<file path="src/rtl/serial_subtractor_pkg.sv">
// ---------------------------------------------------------------------------
// serial_subtractor_pkg
// Shared definitions for the bit-serial subtractor: the controller state
// type and the default operand width.
// Ports: none (package).
// ---------------------------------------------------------------------------
package serial_subtractor_pkg;

    // Default operand width; legal widths are 2..32.
    localparam int DEFAULT_WIDTH = 8;

    // IDLE  : waiting for an operand set, in_ready high
    // SHIFT : one bit processed per cycle, LSB first
    // DONE  : result presented with out_valid high until out_ready
    typedef enum logic [1:0] {
        IDLE  = 2'd0,
        SHIFT = 2'd1,
        DONE  = 2'd2
    } state_t;

endpackage : serial_subtractor_pkg

</file>
<file path="src/rtl/full_subtractor_using_hs.sv">
// ---------------------------------------------------------------------------
// full_subtractor_using_hs
// One-bit full subtractor built from two cascaded half subtractors.
// Ports:
//   a    (in)  minuend bit
//   b    (in)  subtrahend bit
//   bin  (in)  borrow in
//   diff (out) a - b - bin, low bit
//   bout (out) borrow out
// ---------------------------------------------------------------------------
module full_subtractor_using_hs (
    input  logic a,
    input  logic b,
    input  logic bin,
    output logic diff,
    output logic bout
);

    logic hs1_diff;
    logic hs1_borrow;
    logic hs2_borrow;

    // First half subtractor: a - b
    assign hs1_diff   = a ^ b;
    assign hs1_borrow = ~a & b;

    // Second half subtractor: (a - b) - bin
    assign diff       = hs1_diff ^ bin;
    assign hs2_borrow = ~hs1_diff & bin;

    // A borrow from either stage propagates out; both cannot occur together.
    assign bout = hs1_borrow | hs2_borrow;

endmodule : full_subtractor_using_hs

</file>
<file path="src/rtl/serial_subtractor.sv">
// ---------------------------------------------------------------------------
// serial_subtractor
// Bit-serial subtractor computing diff = a - b - bin (mod 2^WIDTH) and the
// MSB borrow, one bit per clock through a single full-subtractor cell.
// Ports:
//   clk       (in)  clock, rising edge
//   rst_n     (in)  asynchronous active-low reset
//   in_valid  (in)  upstream offers an operand set
//   in_ready  (out) block can accept an operand set (IDLE only)
//   a, b      (in)  minuend / subtrahend, WIDTH bits
//   bin       (in)  borrow-in applied to bit 0
//   out_valid (out) diff/bout hold a valid result (DONE only)
//   out_ready (in)  downstream accepts the result
//   diff      (out) result, WIDTH bits
//   bout      (out) borrow-out from the MSB
// ---------------------------------------------------------------------------
module serial_subtractor
    import serial_subtractor_pkg::*;
#(
    parameter int WIDTH = DEFAULT_WIDTH
) (
    input  logic             clk,
    input  logic             rst_n,
    input  logic             in_valid,
    output logic             in_ready,
    input  logic [WIDTH-1:0] a,
    input  logic [WIDTH-1:0] b,
    input  logic             bin,
    output logic             out_valid,
    input  logic             out_ready,
    output logic [WIDTH-1:0] diff,
    output logic             bout
);

    // One extra counter bit so the count can reach WIDTH without wrapping.
    localparam int CW = $clog2(WIDTH) + 1;
    localparam logic [CW-1:0] LAST_BIT = CW'(WIDTH - 1);

    state_t           state;
    state_t           next_state;
    logic [WIDTH-1:0] a_reg;
    logic [WIDTH-1:0] b_reg;
    logic [WIDTH-1:0] shift_reg;
    logic [WIDTH-1:0] diff_reg;
    logic             borrow;
    logic             bout_reg;
    logic [CW-1:0]    count;
    logic             cell_diff;
    logic             cell_bout;
    logic             last_bit;

    full_subtractor_using_hs u_cell (
        .a    (a_reg[0]),
        .b    (b_reg[0]),
        .bin  (borrow),
        .diff (cell_diff),
        .bout (cell_bout)
    );

    assign last_bit = (count == LAST_BIT);

    always_ff @(posedge clk or negedge rst_n) begin
        if (!rst_n) begin
            state <= IDLE;
        end else begin
            state <= next_state;
        end
    end

    // Handshake outputs depend on state only, so in_valid/out_ready never
    // reach an output combinationally.
    always_comb begin
        next_state = state;
        in_ready   = 1'b0;
        out_valid  = 1'b0;
        case (state)
            IDLE: begin
                in_ready = 1'b1;
                if (in_valid) next_state = SHIFT;
            end
            SHIFT: begin
                if (last_bit) next_state = DONE;
            end
            DONE: begin
                out_valid = 1'b1;
                if (out_ready) next_state = IDLE;
            end
            default: next_state = IDLE;
        endcase
    end

    // The working shift register fills during SHIFT; the visible diff/bout
    // registers only update on the final bit so they hold the previous
    // result everywhere outside DONE.
    always_ff @(posedge clk or negedge rst_n) begin
        if (!rst_n) begin
            a_reg     <= '0;
            b_reg     <= '0;
            shift_reg <= '0;
            diff_reg  <= '0;
            borrow    <= 1'b0;
            bout_reg  <= 1'b0;
            count     <= '0;
        end else begin
            case (state)
                IDLE: begin
                    if (in_valid) begin
                        a_reg     <= a;
                        b_reg     <= b;
                        borrow    <= bin;
                        shift_reg <= '0;
                        count     <= '0;
                    end
                end
                SHIFT: begin
                    a_reg     <= a_reg >> 1;
                    b_reg     <= b_reg >> 1;
                    borrow    <= cell_bout;
                    shift_reg <= {cell_diff, shift_reg[WIDTH-1:1]};
                    count     <= count + 1'b1;
                    if (last_bit) begin
                        diff_reg <= {cell_diff, shift_reg[WIDTH-1:1]};
                        bout_reg <= cell_bout;
                    end
                end
                default: ;
            endcase
        end
    end

    assign diff = diff_reg;
    assign bout = bout_reg;

endmodule : serial_subtractor

</file>
<file path="config.mk">
export PLATFORM = sky130hd
export DESIGN_NAME = serial_subtractor
export DESIGN_NICKNAME = d
export VERILOG_FILES = /design/src/rtl/serial_subtractor_pkg.sv /design/src/rtl/full_subtractor_using_hs.sv /design/src/rtl/serial_subtractor.sv
export SDC_FILE = /design/constraint.sdc
export NUM_CORES = 1
export LEC_CHECK = 0
export CAP_MARGIN = 5
export CORE_MARGIN = 3
export CORE_UTILIZATION = 60
export CTS_CLUSTER_SIZE = 25
export DETAILED_ROUTE_END_ITERATION = 10
export DONT_BUFFER_PORTS = 1
export HOLD_SLACK_MARGIN = 0.06
export PLACE_DENSITY = 0.76
export SYNTH_ARGS = -nofsm -noshare
export SYNTH_HDL_FRONTEND = slang
export SYNTH_SLANG_ARGS = --single-unit
</file>
<file path="constraint.sdc">
create_clock -name clk -period 2.4 [get_ports clk]
set_clock_uncertainty 0.15 [all_clocks]
set_input_delay 0 -clock clk [delete_from_list [all_inputs] [get_ports clk]]
set_output_delay 0 -clock clk [all_outputs]
set_load 0.05 [all_outputs]
</file>
# Yosys cells after proc, flatten, opt, wreduce, memory -nomap -nowiden
# Index checks and enable logic that the tools add are counted.
# Widths: inputs -> output; s select.
[word_totals] regBits=40 in_bits=21
[classes] n_addsub=1 n_eq_ne=6 mux=16 bitwise=7 n_reduce_logical=5
[op_table] cell="$pmux 8 s2" count=3
[op_table] cell="$mux 8" count=3
[op_table] cell="$pmux 4 s2" count=1
[op_table] cell="$mux 2" count=3
[op_table] cell="$ne 2x2->1 const B" count=3
[op_table] cell="$pmux 2 s3" count=1
[op_table] cell="$add 4x1->4 const B" count=1
[op_table] cell="$eq 4x3->1 const B" count=1
[op_table] cell="$mux 4" count=1
[op_table] cell="$reduce_and 2->1" count=2
[op_table] cell="$mux 1" count=3
[op_table] cell="$reduce_and 3->1" count=1
[op_table] cell="$and 1x1->1" count=2
[op_table] cell="$eq 2x1->1 const B" count=1
[op_table] cell="$eq 2x2->1 const B" count=1
[op_table] cell="$logic_not 2->1" count=1
[op_table] cell="$not 1->1" count=2
[op_table] cell="$pmux 1 s2" count=1
[op_table] cell="$reduce_bool 2->1" count=1
[op_table] cell="$xor 1x1->1" count=2
[op_table] cell="$or 1x1->1" count=1

# Longest topological paths before layout
# Gate-level depths: netlist (run 1).
[logic_depth] depth_word=5 mapped_depth=5 mapped_depth_nobuf=4

# By module
# Synthesis (run 1) repeated with hierarchy kept, for this count alone.
[hier_totals] hier_cells=143 area_unflattened_um2=1666.6
[by_module_without_submodules] mod="serial_subtractor" instances=1 cells_per_inst=139 area_each_um2=1635.3 seq_area_each_um2=975.9
[by_module_without_submodules] mod="full_subtractor_using_hs" instances=1 cells_per_inst=4 area_each_um2=31.3 seq_area_each_um2=0.0

# Worst setup path before layout (run 1)
# No wires, ideal clock.
[synth_path] path_type="register to register" startpoint="register state[1]" endpoint="register state[1]" setup_ps=67 arrival_time_ps=1625 slack_ps=559 stages_incl_launch_ff=4 n_path_buf=1 period_less_slack_ps=1841 path_cell_list="dfrtp_1 clkbuf_1 nor2b_1 a21o_1"
[synth_via] elab_chain_cells=3
[synth_lines] element="from (decl)" line_no="serial_subtractor.sv:39" text="state_t state;"
[synth_lines] element="from (signal assigned)" line_no="serial_subtractor.sv:66" text="state <= next_state;"
[synth_lines] element="$eq 2x1->1, or another cell as far along" line_no="serial_subtractor.sv:76" text="case (state)"
[synth_lines] element="$ne 2x2->1 (no source line)"
[synth_lines] element="$reduce_and 3->1 (no source line)"
# Parallel ways exist; a longest one is shown, timed or not.
# A chain may end at the register's enable or synchronous reset.

# Worst setup path in the final report (run 1)
[layout_path] startpoint="register state[0]" endpoint="register b_reg[7]"
[layout_via] elab_chain_cells=3
[layout_lines] element="$eq 2x1->1 / $logic_not 2->1 (equally long branches)" line_no="serial_subtractor.sv:105" text="case (state)"
[layout_lines] element="$reduce_bool 2->1 (no source line) / $ne 2x2->1 (equally long branches)"
[layout_lines] element="$reduce_and 2->1 (no source line)"
[layout_lines] element="to (signal assigned)" line_no="serial_subtractor.sv:117" text="b_reg <= b_reg >> 1;"
[layout_lines] element="to (decl)" line_no="serial_subtractor.sv:42" text="logic [WIDTH-1:0] b_reg;"
# Parallel ways exist; a longest one is shown, timed or not.

==> qor.yml, run 1 <==
global_routing:
  antenna_found_initial: 0
  grt_max_degree: 40
  grt_overflow: 0
  grt_pass1_wl_um: 6710
  grt_pass1_vias: 1414
  grt_usage_pct: 27.2
sta:
  max_freq_ghz: 0.468
  worst_pin_slew_ps: 962
  fin_ws_ps: 263
  final-setup-viol-count: 0
  final_hold_viol_count: 0
  fin_crit_ps: 2140
  rsz0062_at_grt: "no"
  final_max_slew_viol_count: 0
  setup_tns_ps: 0
  fin_crit_sh_pct: 89.0
  whs_ps: 245
  relSlewSlack_pct: 35.7
placed_design:
  pre_cts_slack_ps: 566
  io_buffers: 0
  dpl.hpwl_um: 2240
  gp_congestion: 0.724
cts:
  ctsLongestPathBuffers: 2
  cts_sinks: 39
  clk_latency_ps: 350
  root_buffer: "clkbuf_4"
  path_clk_slew_ps: 110
  cts_max_level: 2
  cts_buffers: 5
  cts_tree: "yes"
synth:
  ys_seq_elements: 39
  yosysWarnings: 0
  synth_cell_type_count: 25
  yosysSeqAreaShare_pct: 57.5
  syn_nets: 173
  syn_area_sq_um: 1700
  netlist_instances: 150
  avgSynthCellArea_sq_um: 11.3
final_layout:
  area_growth_pct: 30.2
  fillers: 134
  nNetsFinal: 216
  layout-drive-gt1-share_pct: 13.0
  diodes: 0
drt:
  post_drt_wl_per_cell_um: 18.8
  num_vias: 1440
  routed_via_density: 6.49
  ant_nets: 0
  drcViolationCount: 0
  totalWireLength_um: 4170
  first_pass_iters: 4
  drtIter0Drc: 88
floorplan:
  die_w_um: 59.2
  io_pins: 32
  die_h_um: 59.2
  start_util_pct: 65.5
  placementRows: 18
  die_area_sq_um: 3500
  core_sq_um: 2590
power:
  p_leak_nw: 0.949
  powerDensity_nw_per_um2: 1250
  power_w: 0.00275
  ir_worst_vdd_uv: 1070
run_status:
  outcome: "complete, no violations"
job:
  cap_violations: 0
min_path:
  hold_class: "primary input to flip-flop"
worst_setup_path:
  critical_path_class: "flip-flop to flip-flop"
  cp_max_fo: 22
  crit_path_end_kind: "flip-flop"
  arrival_ps: 2230
  critPathRequiredTime_ps: 2490
  worstSetupStartpointType: "flip-flop"
[worst max-delay path: stages (launching register included)]
cell,delay [ps]
dfrtp_1,560
buf_4,260
o21bai_1,100
buf_4,210
a32o_1,210
dlygate4sd3_1,550
[stage by stage]
| stage | utilization (%) | cell area (sq um) | instances |
|---|---|---|---|
| 6_report | 85.3 | 2210 | 222 |
| 5_1_grt | 85.3 | 2210 | 222 |
| 4_1_cts | 84.9 | 2200 | 222 |
| 3_5_place_dp | 67.1 | 1740 | 176 |
| 3_3_place_gp | 67.1 | 1740 | 176 |
| 2_1_floorplan | - | 1700 | 150 |
[kinds of logic after synthesis]
group	share of synthesized area [%]
compound gates	21.6
flops	57.5
simple gates	9.22
buf+inv	3.83
mux	5.90
fa+ha+maj	1.92
[power by group]
group	total, W	internal (W)	switching (W)
logic	0.00107	0.000548	0.000525
clock network	0.000298	0.000104	0.000193
registers	0.00138	0.000926	0.000456
[layer usage]
layer  share of wire [%]  track usage, %  up-vias  wire (um)
li1                    -               -      626          -
met1                  37            31.9      714       1550
met2                  51            42.9       78       2120
met3                 7.2            9.15       22        300
met4                 4.7            16.5        0        197
met5                   0               0        -          0
[synth_stat cells (all sizes together)]
cell | count | area share [%]
o21ai | 18 | 5.3
a2bb2oi | 3 | 1.5
a22oi | 15 | 6.6
nor2b | 9 | 3.3
inv | 6 | 1.3
a21oi | 7 | 2.1
nor3b | 1 | 0.44
clkbuf | 6 | 1.3
mux2 | 8 | 5.3
nand3 | 1 | 0.29
a32o | 1 | 0.59
buf | 4 | 1.2
dfrtp | 39 | 58
a21o | 1 | 0.44
and2 | 1 | 0.37
o21bai | 1 | 0.44
a22o | 8 | 4.1
o31ai | 1 | 0.44
nand2 | 13 | 2.9
nor2 | 2 | 0.44
nand2b | 1 | 0.52
mux2i | 1 | 0.59
fa | 1 | 1.2
nor3 | 1 | 0.96
ha | 1 | 0.74
[what timing repair did]
| action | in CTS | in global routing |
|---|---|---|
| gates resized for setup | 0 | 3 |
| endpoints found under the hold margin | 68 | 0 |
| buffers inserted | 0 | 0 |
| hold buffers | 40 | 0 |
| endpoints found under the setup margin | 0 | 13 |
[path summary, 6_finish.rpt]
| kind | slack (ps) | cells after the start | from | to |
|---|---|---|---|---|
| setup / recovery | 260 | 5 | state[0] | b_reg[7] |
| hold / removal | 240 | 3 | out_ready | state[1] |
| setup reg to reg | 260 | 5 | state[0] | b_reg[7] |
| hold reg to reg | 350 | 2 | b_reg[5] | b_reg[5] |
| max in group asynchronous | 1320 | 4 | rst_n | diff[1] |
| min in group asynchronous | 570 | 4 | rst_n | b_reg[7] |
[layout by cell type (no fill, tap or decap), drive strengths merged, types with 2 or more instances in the layout]
master       instances
nor2                 2
dlygate4sd3         38
o21ai               18
inv                  6
a21oi                7
mux2                 8
a2bb2oi              3
dfrtp               39
a22oi               15
nor2b                9
buf                  8
nand2               13
clkbuf               6
a22o                 8
[cell type report]
cell class	instances	area [sq um]	area share (%)
timing repair buffer	46	465	21.1
multi-input combinational	95	666	30.1
tap	30	37.5	1.70
sequential	39	976	44.2
inverter	6	22.5	1.02
clock buffer	6	41.3	1.87
Note: power is estimated with default switching activity, not from simulation.
==> run 2, diff against run 1 <==
REMOVE_ABC_BUFFERS = 1   (was unset)
==> run 2 against run 1 <==
Fmax down 0.48%. Routed wire length up 1.5%. Global-route usage up 1.1 points. Via count down 4.0%. Sequential power about the same. Largest power group unchanged. Sequential cell count unchanged. Total power up 1.2%. Count of clock-buffer cells in the layout up 1. Sequential share of layout area down 0.22 points. Hold slack better by 13 ps. Clock power up 7.7%. Final cell count up 1.4%.
==> qor.yml, run 2 (synthesized netlist as in run 1, its figures left out) <==
run_status:
  outcome: "complete, no violations"
global_routing:
  antenna_found_initial: 0  # unchanged
  grt.met1_usage_pct: 33.6  # +1.7 points
  grt_pass1_wl_um: 7120  # +6.2%
  met3_usage_pct: 9.15  # unchanged
  grt_max_degree: 40  # unchanged
  grt_pass1_vias: 1511  # +6.9%
  grt_busiest_layer: "met2"
  use_met2_pct: 46.5  # +3.6 points
  grt_usage_pct: 28.3  # +1.1 points
  grt_overflow: 0  # unchanged
power:
  p_leak_nw: 0.956  # +0.71%
  ir_worst_vdd_uv: 1210  # +12%
  powerDensity_nw_per_um2: 1260  # +0.73%
worst_setup_path:
  worstSetupStartpointType: "flip-flop"
  critPathRequiredTime_ps: 2520  # +30 ps
  crit_path_end_kind: "flip-flop"
  r2r_start: "state[0]"
  r2r_slack_ps: 250  # about the same
  slowest_stage: "dlygate4sd3_1"
  ff2ff_path_depth: 5  # unchanged
  cp.buffers_inverters: 2  # -1
  cpPeakStageDelay_ps: 620  # +60 ps
  arrival_ps: 2270  # +40 ps
  path_cells: "buf_4 -> nor2b_2 -> a22oi_1 -> dlygate4sd3_1 -> o21ai_0"
  regToRegEndpoint: "a_reg[2]"
  path_delay_family: "buffers and inverters"
  critical_path_class: "flip-flop to flip-flop"
  cp_max_fo: 24  # +9.1%
final_layout:
  layout_commonest_cell: "dfrtp_1"
  layout-drive-gt1-share_pct: 13.8  # +0.83 points
  nNetsFinal: 217  # +0.46%
  fin_area_sq_um: 2220  # +0.51%
  area_growth_pct: 30.8
  layout_common_cells: "dfrtp_1, dlygate4sd3_1, o21ai_0"
  fin_util_pct: 85.7  # +0.43 points
  diodes: 0  # unchanged
cts:
  root_buffer: "clkbuf_4"
  path_clk_slew_ps: 110  # about the same
  cts_sinks: 39  # unchanged
  clk_latency_ps: 350  # about the same
  ctsLongestPathBuffers: 2  # unchanged
  cts_tree: "yes"
  cts_buffers: 5  # unchanged
  post_cts_buffers: 0  # unchanged
  cts_max_level: 2  # unchanged
drt:
  post_drt_wl_per_cell_um: 18.8  # +0.16%
  first_pass_iters: 4  # unchanged
  totalWireLength_um: 4230  # +1.5%
  drtIter0Drc: 69  # -22%
  routed_via_density: 6.15  # -5.2%
  ant_nets: 0  # unchanged
  num_vias: 1383  # -4.0%
  drcViolationCount: 0  # unchanged
placed_design:
  dpl.hpwl_um: 2310  # +2.9%
  io_buffers: 0  # unchanged
  post_dp_cell_area_sq_um: 1740  # +0.43%
  gp_congestion: 0.750  # +3.7%
min_path:
  hold_path_depth: 3  # unchanged
  hold-path-endpoint: "state[1]"
  min_from: "out_ready"
  hold_class: "primary input to flip-flop"
sta:
  final_max_slew_viol_count: 0  # unchanged
  final_hold_viol_count: 0  # unchanged
  max_freq_ghz: 0.466  # -0.48%
  whs_ps: 258  # +13.4 ps
  rsz0062_at_grt: "no"
  setup_tns_ps: 0  # unchanged
  final-setup-viol-count: 0  # unchanged
  relSlewSlack_pct: 64.5  # +29 points
  fin_crit_ps: 2150  # +10.3 ps
  fin_crit_sh_pct: 89.5  # +0.43 points
  worst_pin_slew_ps: 531  # -431 ps
floorplan:
  placementRows: 18  # unchanged
  start_util_pct: 65.5  # unchanged
  die_area_sq_um: 3500  # unchanged
  io_pins: 32  # unchanged
  core_sq_um: 2590  # unchanged
  die_h_um: 59.2  # unchanged
  die_w_um: 59.2  # unchanged
job:
  cap_violations: 0  # unchanged
==> run 2: changes by cell type in the layout (fill, tap and decap cells not counted), sizes merged <==
cell / before / now
buf: 8 / 9
clkbuf: 6 / 7
clkinv: 0 / 1
==> run 2: area by class of cell <==
cell class	count	area [sq um]
clock buffer	7	45.0
clock inverter	1	5.00
fill	130	370
inverter	6	22.5
multi-input combinational	95	661
sequential	39	976
tap	30	37.5
timing repair buffer	47	473
==> run 2: worst max path at each step <==
| stage | startpoint | slack [ps] | depth (start not counted) | endpoint |
|---|---|---|---|---|
| after floorplan | state[0] | 420 | 3 | count[3] |
| after global placement | count[0] | 690 | 4 | diff[1] |
| after detailed placement | count[0] | 620 | 4 | diff[3] |
| after CTS | state[1] | 110 | 5 | a_reg[7] |
| after global routing | state[0] | 150 | 5 | a_reg[3] |
| final | state[0] | 250 | 5 | a_reg[2] |
==> run 2: per-layer routing <==
layer,vias up,wire length (um)
met4,0,96
met2,53,2140
li1,625,-
met1,695,1690
met3,10,301
met5,-,0
==> run 2: what timing repair did <==
action                                  CTS  global route
hold buffers                             40             0
endpoints found under the setup margin    0            14
endpoints found under the hold margin    69             0
resized for setup                         0             2
==> run 2: worst reg2reg max path, delay by kind of cell (launching register included) <==
kind                   cells  cell delay (ps)
buffers and inverters      2              850
DFF                        1              400
and+or+nand+nor            1              360
AOI/OAI and AO/OA          2              320
==> run 2: power breakdown <==
part / total [W] / internal (W) / switching [W]
sequential: 0.00136 / 0.000926 / 0.000432
combinational: 0.00111 / 0.000560 / 0.000547
clock: 0.000321 / 0.000114 / 0.000206
==> run 2: through the flow <==
| stage | setup slack [ps] | std cells | total power, W |
|---|---|---|---|
| 4_1_cts | 110 | 225 | 0.00275 |
| 6_report | 253 | 225 | 0.00279 |
| 5_1_grt | 151 | 225 | 0.00297 |
| 3_3_place_gp | 694 | 177 | 0.00219 |
| 3_5_place_dp | 615 | 177 | 0.00226 |
| 2_1_floorplan | 421 | 140 | 0.00197 |
